## src/rtl/store_buffer.sv

```systemverilog
// Posted-store buffer in front of the data memory: FIFO of pending stores drained when loads leave the port idle.
// Optional STORE_BUF_FWD_EN: forward the youngest matching pending store to loads instead of stalling them.
module store_buffer #(
  parameter int DEPTH  = 4,
  parameter int ADDR_W = 8,
  parameter int DATA_W = 8
) (
  input  logic              clk,
  input  logic              reset_n,
  input  logic              st_valid,
  output logic              st_ready,
  input  logic [ADDR_W-1:0] st_addr,
  input  logic [DATA_W-1:0] st_data,
  input  logic              ld_req,
  input  logic [ADDR_W-1:0] ld_addr,
  output logic [DATA_W-1:0] ld_data,
  output logic              ld_stall,
  output logic              mem_read,
  output logic              mem_write,
  output logic [ADDR_W-1:0] mem_address,
  output logic [DATA_W-1:0] mem_write_data,
  input  logic [DATA_W-1:0] mem_read_data,
  output logic              empty
);

  localparam int PTR_W = $clog2(DEPTH);
  localparam int CNT_W = PTR_W + 1;

  logic [ADDR_W-1:0] r_addr [DEPTH];
  logic [DATA_W-1:0] r_data [DEPTH];
  logic [PTR_W-1:0]  r_head;
  logic [PTR_W-1:0]  r_tail;
  logic [CNT_W-1:0]  r_count;

  logic              w_full;
  logic              w_empty;
  logic              w_push;
  logic              w_drain;
  logic [DEPTH-1:0]  w_valid;
  logic [DEPTH-1:0]  w_hit_vec;
  logic              w_hit;

  assign w_full   = (r_count == CNT_W'(DEPTH));
  assign w_empty  = (r_count == '0);
  assign st_ready = !w_full;
  assign empty    = w_empty;
  assign w_push   = st_valid && st_ready;

  // An entry is live when its distance from head is below the occupancy.
  genvar gi;
  generate
    for (gi = 0; gi < DEPTH; gi++) begin : g_ent
      logic [PTR_W-1:0] w_age;
      assign w_age         = PTR_W'(gi) - r_head;
      assign w_valid[gi]   = ({1'b0, w_age} < r_count);
      assign w_hit_vec[gi] = w_valid[gi] && (r_addr[gi] == ld_addr);
    end
  endgenerate

  assign w_hit = |w_hit_vec;

`ifdef STORE_BUF_FWD_EN
  logic [DATA_W-1:0] w_fwd_data;
  logic [PTR_W-1:0]  w_scan_idx;

  // Scan oldest to youngest so the last match (closest to tail) wins.
  always_comb begin
    w_fwd_data = '0;
    w_scan_idx = r_head;
    for (int k = 0; k < DEPTH; k++) begin
      w_scan_idx = r_head + PTR_W'(k);
      if (w_hit_vec[w_scan_idx]) w_fwd_data = r_data[w_scan_idx];
    end
  end
`endif

  always_comb begin
    mem_read       = 1'b0;
    mem_write      = 1'b0;
    mem_address    = '0;
    mem_write_data = '0;
    ld_data        = '0;
    ld_stall       = 1'b0;
    w_drain        = 1'b0;
    if (w_full) begin
      ld_stall = ld_req;
      w_drain  = 1'b1;
    end else if (ld_req) begin
      if (w_hit) begin
`ifdef STORE_BUF_FWD_EN
        ld_data = w_fwd_data;
`else
        ld_stall = 1'b1;
`endif
        w_drain = 1'b1;
      end else begin
        mem_read    = 1'b1;
        mem_address = ld_addr;
        ld_data     = mem_read_data;
      end
    end else if (!w_empty) begin
      w_drain = 1'b1;
    end
    if (w_drain) begin
      mem_write      = 1'b1;
      mem_address    = r_addr[r_head];
      mem_write_data = r_data[r_head];
    end
  end

  always_ff @(posedge clk or negedge reset_n) begin
    if (!reset_n) begin
      r_head  <= '0;
      r_tail  <= '0;
      r_count <= '0;
    end else begin
      if (w_push)  r_tail <= r_tail + PTR_W'(1);
      if (w_drain) r_head <= r_head + PTR_W'(1);
      r_count <= r_count + CNT_W'(w_push) - CNT_W'(w_drain);
    end
  end

  // Payload storage needs no reset; liveness comes from the pointers.
  always_ff @(posedge clk) begin
    if (w_push) begin
      r_addr[r_tail] <= st_addr;
      r_data[r_tail] <= st_data;
    end
  end

endmodule

```

## config.mk

```make
export PLATFORM = sky130hd
export DESIGN_NAME = store_buffer
export DESIGN_NICKNAME = d
export VERILOG_FILES = /design/src/rtl/store_buffer.sv
export SDC_FILE = /design/constraint.sdc
export NUM_CORES = 1
export LEC_CHECK = 0
export ABC_AREA = 1
export CAP_MARGIN = 10
export CORE_ASPECT_RATIO = 1.4
export CORE_UTILIZATION = 46
export CTS_CLUSTER_DIAMETER = 50
export DETAILED_ROUTE_END_ITERATION = 16
export PLACE_DENSITY = 0.71
export RECOVER_POWER = 50
export SYNTH_ARGS = -nofsm -noshare
export SYNTH_HDL_FRONTEND = slang
export SYNTH_SLANG_ARGS = --single-unit
export TNS_END_PERCENT = 100
```

## constraint.sdc

```tcl
create_clock -name clk -period 5 [get_ports clk]
set_clock_uncertainty 0.2 [all_clocks]
set_input_delay 0.75 -clock clk [delete_from_list [all_inputs] [get_ports clk]]
set_output_delay 0.75 -clock clk [all_outputs]
set_load 0.01 [all_outputs]
```

### Yosys cells after proc, flatten, opt, wreduce, memory -nomap -nowiden

Memories as Yosys holds them, arrays and structs flattened.
Index checks and enable logic that the tools add are counted.

| operators by class | value |
|---|---|
| add/subtract/negate cells | 8 |
| order comparisons | 4 |
| equality and inequality tests | 5 |
| multiplexer cells | 20 |
| reduce and logical (&&, ||, !) cells | 8 |

Operators with widths:

| operator | count |
|---|---|
| $mux 8 | 8 |
| $eq 8x8->1 | 4 |
| $lt 2x3->1 | 4 |
| $mux 1 | 12 |
| $logic_and 1x1->1 | 5 |
| $add 2x1->2 const B | 2 |
| $reduce_or 4->1 | 1 |
| $sub 1x2->2 const A | 2 |
| $sub 2x2->2 const A | 2 |
| $add 3x1->3 | 1 |
| $eq 3x3->1 const B | 1 |
| $logic_not 3->1 | 1 |
| $sub 3x1->3 | 1 |
| $logic_not 1->1 | 1 |

| word-level totals | value |
|---|---|
| register bits | 7 |
| memory bits (writable) | 64 |
| bits of input ports | 36 |
| output and inout bits | 29 |
| logic and storage cells | 50 |
| memories | 2 |

Memories:

| name | words | bits a word | rd ports | clocked after Yosys merged registers in | wr ports | line | source |
|---|---|---|---|---|---|---|---|
| r_addr | 4 | 8 | 5 | 0 | 1 | 29 | `logic [ADDR_W-1:0] r_addr [DEPTH];` |
| r_data | 4 | 8 | 1 | 0 | 1 | 30 | `logic [DATA_W-1:0] r_data [DEPTH];` |

### Longest topological paths before layout

| logic depth | value |
|---|---|
| depth in word-level cells | 8 |
| depth in mapped cells | 22 |
| depth with buffers taken out | 20 |

### Worst setup path before layout

OpenSTA, ideal clock, no wires.

| timing | value |
|---|---|
| path type | reg2out |
| start point | reg r_head[0] |
| end point | out mem_write_data[0] |
| arrival | 2248 ps |
| setup slack | 1802 ps |
| stages on the path, launching flop included | 17 |
| path through | dfrtp_1 > buf_4 > nor2_1 > buf_2 > nor2_1 > inv_1 > ha_1 > nand2_1 > nand2_1 > nand2_1 > nand3_1 > nor2_2 > nor2_1 > nand2_2 > nand2_2 > buf_4 > a21oi_1 |

| on the way | value |
|---|---|
| longest elaborated chain between the ends | 8 |
| elaborated cells between the ends (all ways) | 18 |

RTL lines:

| item | line | source |
|---|---|---|
| start: declaration | 31 | `logic [PTR_W-1:0] r_head;` |
| start signal: assignment | 118 | `if (w_drain) r_head <= r_head + PTR_W'(1);` |
| $sub 1x2->2 or $sub 2x2->2 (tied branches) | 54 | `assign w_age = PTR_W'(gi) - r_head;` |
| $lt 2x3->1 | 55 | `assign w_valid[gi] = ({1'b0, w_age} < r_count);` |
| $logic_and 1x1->1 | 56 | `assign w_hit_vec[gi] = w_valid[gi] && (r_addr[gi] == ld_addr);` |
| $reduce_or 4->1 | 60 | `assign w_hit = \|w_hit_vec;` |
| $mux 1 | 89 | `if (w_hit) begin` |
| $mux 1 | 88 | `end else if (ld_req) begin` |
| $mux 1 | 85 | `if (w_full) begin` |
| $mux 8 (*) | 104 | `if (w_drain) begin` |
| end: declaration | 21 | `output logic [DATA_W-1:0] mem_write_data,` |

Every way passes the cells marked *; elsewhere a longest branch is shown, timed or not.

### Final worst setup path

| timing | value |
|---|---|
| start point | reg r_head[0] |
| end point | out mem_address[0] |

| on the way | value |
|---|---|
| longest elaborated chain between the ends | 8 |
| elaborated cells between the ends (all ways) | 21 |

RTL lines:

| item | line | source |
|---|---|---|
| $sub 1x2->2 or $sub 2x2->2 (tied branches) | 54 |  |
| $lt 2x3->1 | 55 |  |
| $logic_and 1x1->1 | 56 |  |
| $reduce_or 4->1 | 60 |  |
| $mux 8 or $mux 1 (tied branches) | 89 |  |
| $mux 8 or $mux 1 (tied branches) | 88 |  |
| $mux 8 or $mux 1 (tied branches) | 85 |  |
| $mux 8 (*) | 104 |  |
| end: declaration | 20 | `output logic [ADDR_W-1:0] mem_address,` |

Marked as above.

==> metrics.cfg <==
[timing]
max-slew-margin-rel=0.271
min_period_ns=4.39
timing.final.ws_setup_ns=0.615
min_period_over_period=0.877
hold_viol_final=0
worst_slew_pin_slew_ns=1.09
final_max_slew_viol_count=0
setup_viol=0
fmax_mhz=228
rsz0062_at_grt=no
fin_tns_setup_ns=0

[run]
drv_cap=0

[clocking]
cts_hold_buf=0
path_clk_slew_ns=0.08
cts_resized=0
worstSkewPairLatency_ns=0.35
htreeDepth=3
postCtsSetupBuffers=0
cts_root_buf=clkbuf_8
cts_buffers=9
clockBufferDepth=2
cts_tree=yes
numClockSinks=71

[finish]
diodes=0
final_core_util=0.596
postLayoutCellArea_um2=4590
final_cells=545
layout-drive-gt1-share=0.0697
fin_nets=486
final_cell_mix=nand2_1, edfxtp_1, inv_1
area_delta_synth_final_pct=25.9
layout_commonest_cell=nand2_1

[placement]
port_buffers=64
gp_congestion=0.915
dp_cells=529
pre_cts_ws_ns=0.733
place_area_um2=4400
dp_hpwl_mm=5.83

[routing]
drc=0
final_antenna_net_count=0
vias=2791
first_iter_violations=119
drt_first_pass_iters=4
wirelength_mm=8.32
viasPerCell=5.12
post_drt_wl_per_cell_um=15.3

[global_routing]
antenna_found_initial=0
grt_pass1_vias=2783
grt_pass1_wl_mm=13.4
grt_util_met2=0.387
gr-max-usage-layer=met2
grt_overflow=0
grt_max_degree=18
gr-usage-met3=0.0458
met1_usage=0.245
grt.total_usage=0.219

[floorplanning]
pin_count=65
initial_utilization=0.473
core-area_um2=7700
die_h_um=107
rows=38
die-width_um=77.2
die_area_um2=8290

[power_and_ir_drop]
swShare=0.380
pwr-share-seq=0.361
combPwrFrac=0.450
clkPwrFrac=0.189
power_density_nw_per_um2=530
vdd_drop_max_mv=0.239
power.switching_mw=0.924
power_leakage_nw=1.95
p_int_mw=1.51

[critical_path]
r2r-end=r_count[2]$_DFF_PN0_
ff2ff_path_depth=20
end_kind=output pin
arrival_ns=3.44
r2r_slack_ns=1.42
crit_fanout=17
crit_type=reg2out
r2r-start=r_head[0]$_DFFE_PN0P_
critPathLaunchType=flop
cp.required_ns=4.05

[logic_synthesis]
avgSynthCellArea_um2=9.83
seq_area_frac_synth=0.575
ys_top_cells_by_area=edfxtp_1, nand2_1, inv_1
synthesis.area_um2=3650
postSynthRegisterBits=71
async_flop_share=0.0986
syn_inst=371
yosysTopAreaCell=edfxtp_1
synth_cell_type_count=27
yosysTopAreaCellShare=0.527
ys.warnings.count=0
ys.flop_type=edfxtp_1
synth_edf_count=64
syn-num-nets=417

[hold_path]
hp-start=r_count[2]$_DFF_PN0_
hp-class=reg2reg
hold_end=r_count[2]$_DFF_PN0_
min_path_cells=3

[status]
outcome=finished clean

==> worst max path at each step <==
stage | start | to | slack [ns] | cells after the start
2_1_floorplan | r_head[0]$_DFFE_PN0P_ | mem_write_data[0] | 1.80 | 16
6_report | r_head[0]$_DFFE_PN0P_ | mem_address[0] | 0.61 | 17
3_5_place_dp | ld_addr[4] | mem_address[1] | 0.73 | 13
3_3_place_gp | ld_addr[4] | mem_address[1] | 0.81 | 13
4_1_cts | r_head[0]$_DFFE_PN0P_ | mem_address[1] | 0.60 | 17
5_1_grt | r_head[0]$_DFFE_PN0P_ | mem_address[0] | 0.28 | 17
==> cell type report <==
cell class | count | area (um2)
Clock buffer | 9 | 124
Clock inverter | 7 | 77.6
Fill cell | 665 | 3110
Inverter | 58 | 218
Multi-Input combinational cell | 228 | 1250
Sequential cell | 71 | 2100
Tap cell | 100 | 125
Timing Repair Buffer | 72 | 693
==> routing by layer <==
layer,vias to the layer above,wire (um),share of wire
met5,-,0,0
met4,0,278,0.033
met3,22,388,0.047
met2,91,4460,0.54
met1,1306,3200,0.38
li1,1372,-,-
==> through the flow <==
| step | hold slack [ns] | total power [mW] |
|---|---|---|
| floorplan | 0.254 | 1.52 |
| CTS | 0.433 | 2.46 |
| detailed placement | 0.415 | 2.00 |
| global placement | 0.378 | 1.96 |
| global route | 0.461 | 2.61 |
| finish | 0.406 | 2.43 |
==> critical path, cell delays in order (launching register included) <==
cell	delay, ns
dfrtp_1	0.48
nor2_1	0.09
buf_4	0.22
nor2_1	0.22
inv_1	0.08
ha_1	0.28
nand2_1	0.07
nand2_1	0.05
nand2_1	0.06
nand3_1	0.07
nor2_2	0.10
nor2_1	0.06
nand2_2	0.08
nand2_2	0.19
nand2_2	0.31
nand2_1	0.08
nand2_1	0.09
clkdlybuf4s50_1	0.54
==> state kept, by name, summed over array words and instances (netlist names) <==
register,cells
r_head,2
r_tail,2
r_count,3
r_data,32
r_addr,32
==> cell usage after synthesis (4+ instances only) <==
| cell | instances |
|---|---|
| nand2_2 | 4 |
| buf_2 | 6 |
| clkbuf_1 | 4 |
| nand3_1 | 7 |
| nor2_1 | 32 |
| inv_2 | 4 |
| o21ai_0 | 4 |
| dfrtp_1 | 7 |
| xnor2_1 | 13 |
| a22o_1 | 8 |
| a22oi_1 | 14 |
| inv_1 | 53 |
| ha_1 | 9 |
| a221oi_1 | 8 |
| nand4_1 | 9 |
| xor2_1 | 6 |
| edfxtp_1 | 64 |
| a21oi_1 | 10 |
| nand2_1 | 98 |
==> kinds of logic (layout without fill, tap and decap cells) <==
family | after synthesis | after routing | share of synthesized area
compound gates | 46 | 46 | 0.0913
buf+inv | 72 | 146 | 0.0806
xor+xnor | 19 | 19 | 0.0456
simple gates | 153 | 153 | 0.171
fa+ha+maj | 10 | 10 | 0.0364
flops | 71 | 71 | 0.575
==> power by group through the flow <==
| stage | clock, mW | sequential [mW] | combinational (mW) |
|---|---|---|---|
| finish | 0.461 | 0.877 | 1.09 |
| detailed placement | 0 | 0.885 | 1.11 |
| CTS | 0.466 | 0.874 | 1.12 |
| global placement | 0 | 0.879 | 1.09 |
| global route | 0.491 | 0.891 | 1.23 |
| floorplan | 0 | 0.858 | 0.661 |
Power figures use the tool's default switching activity.
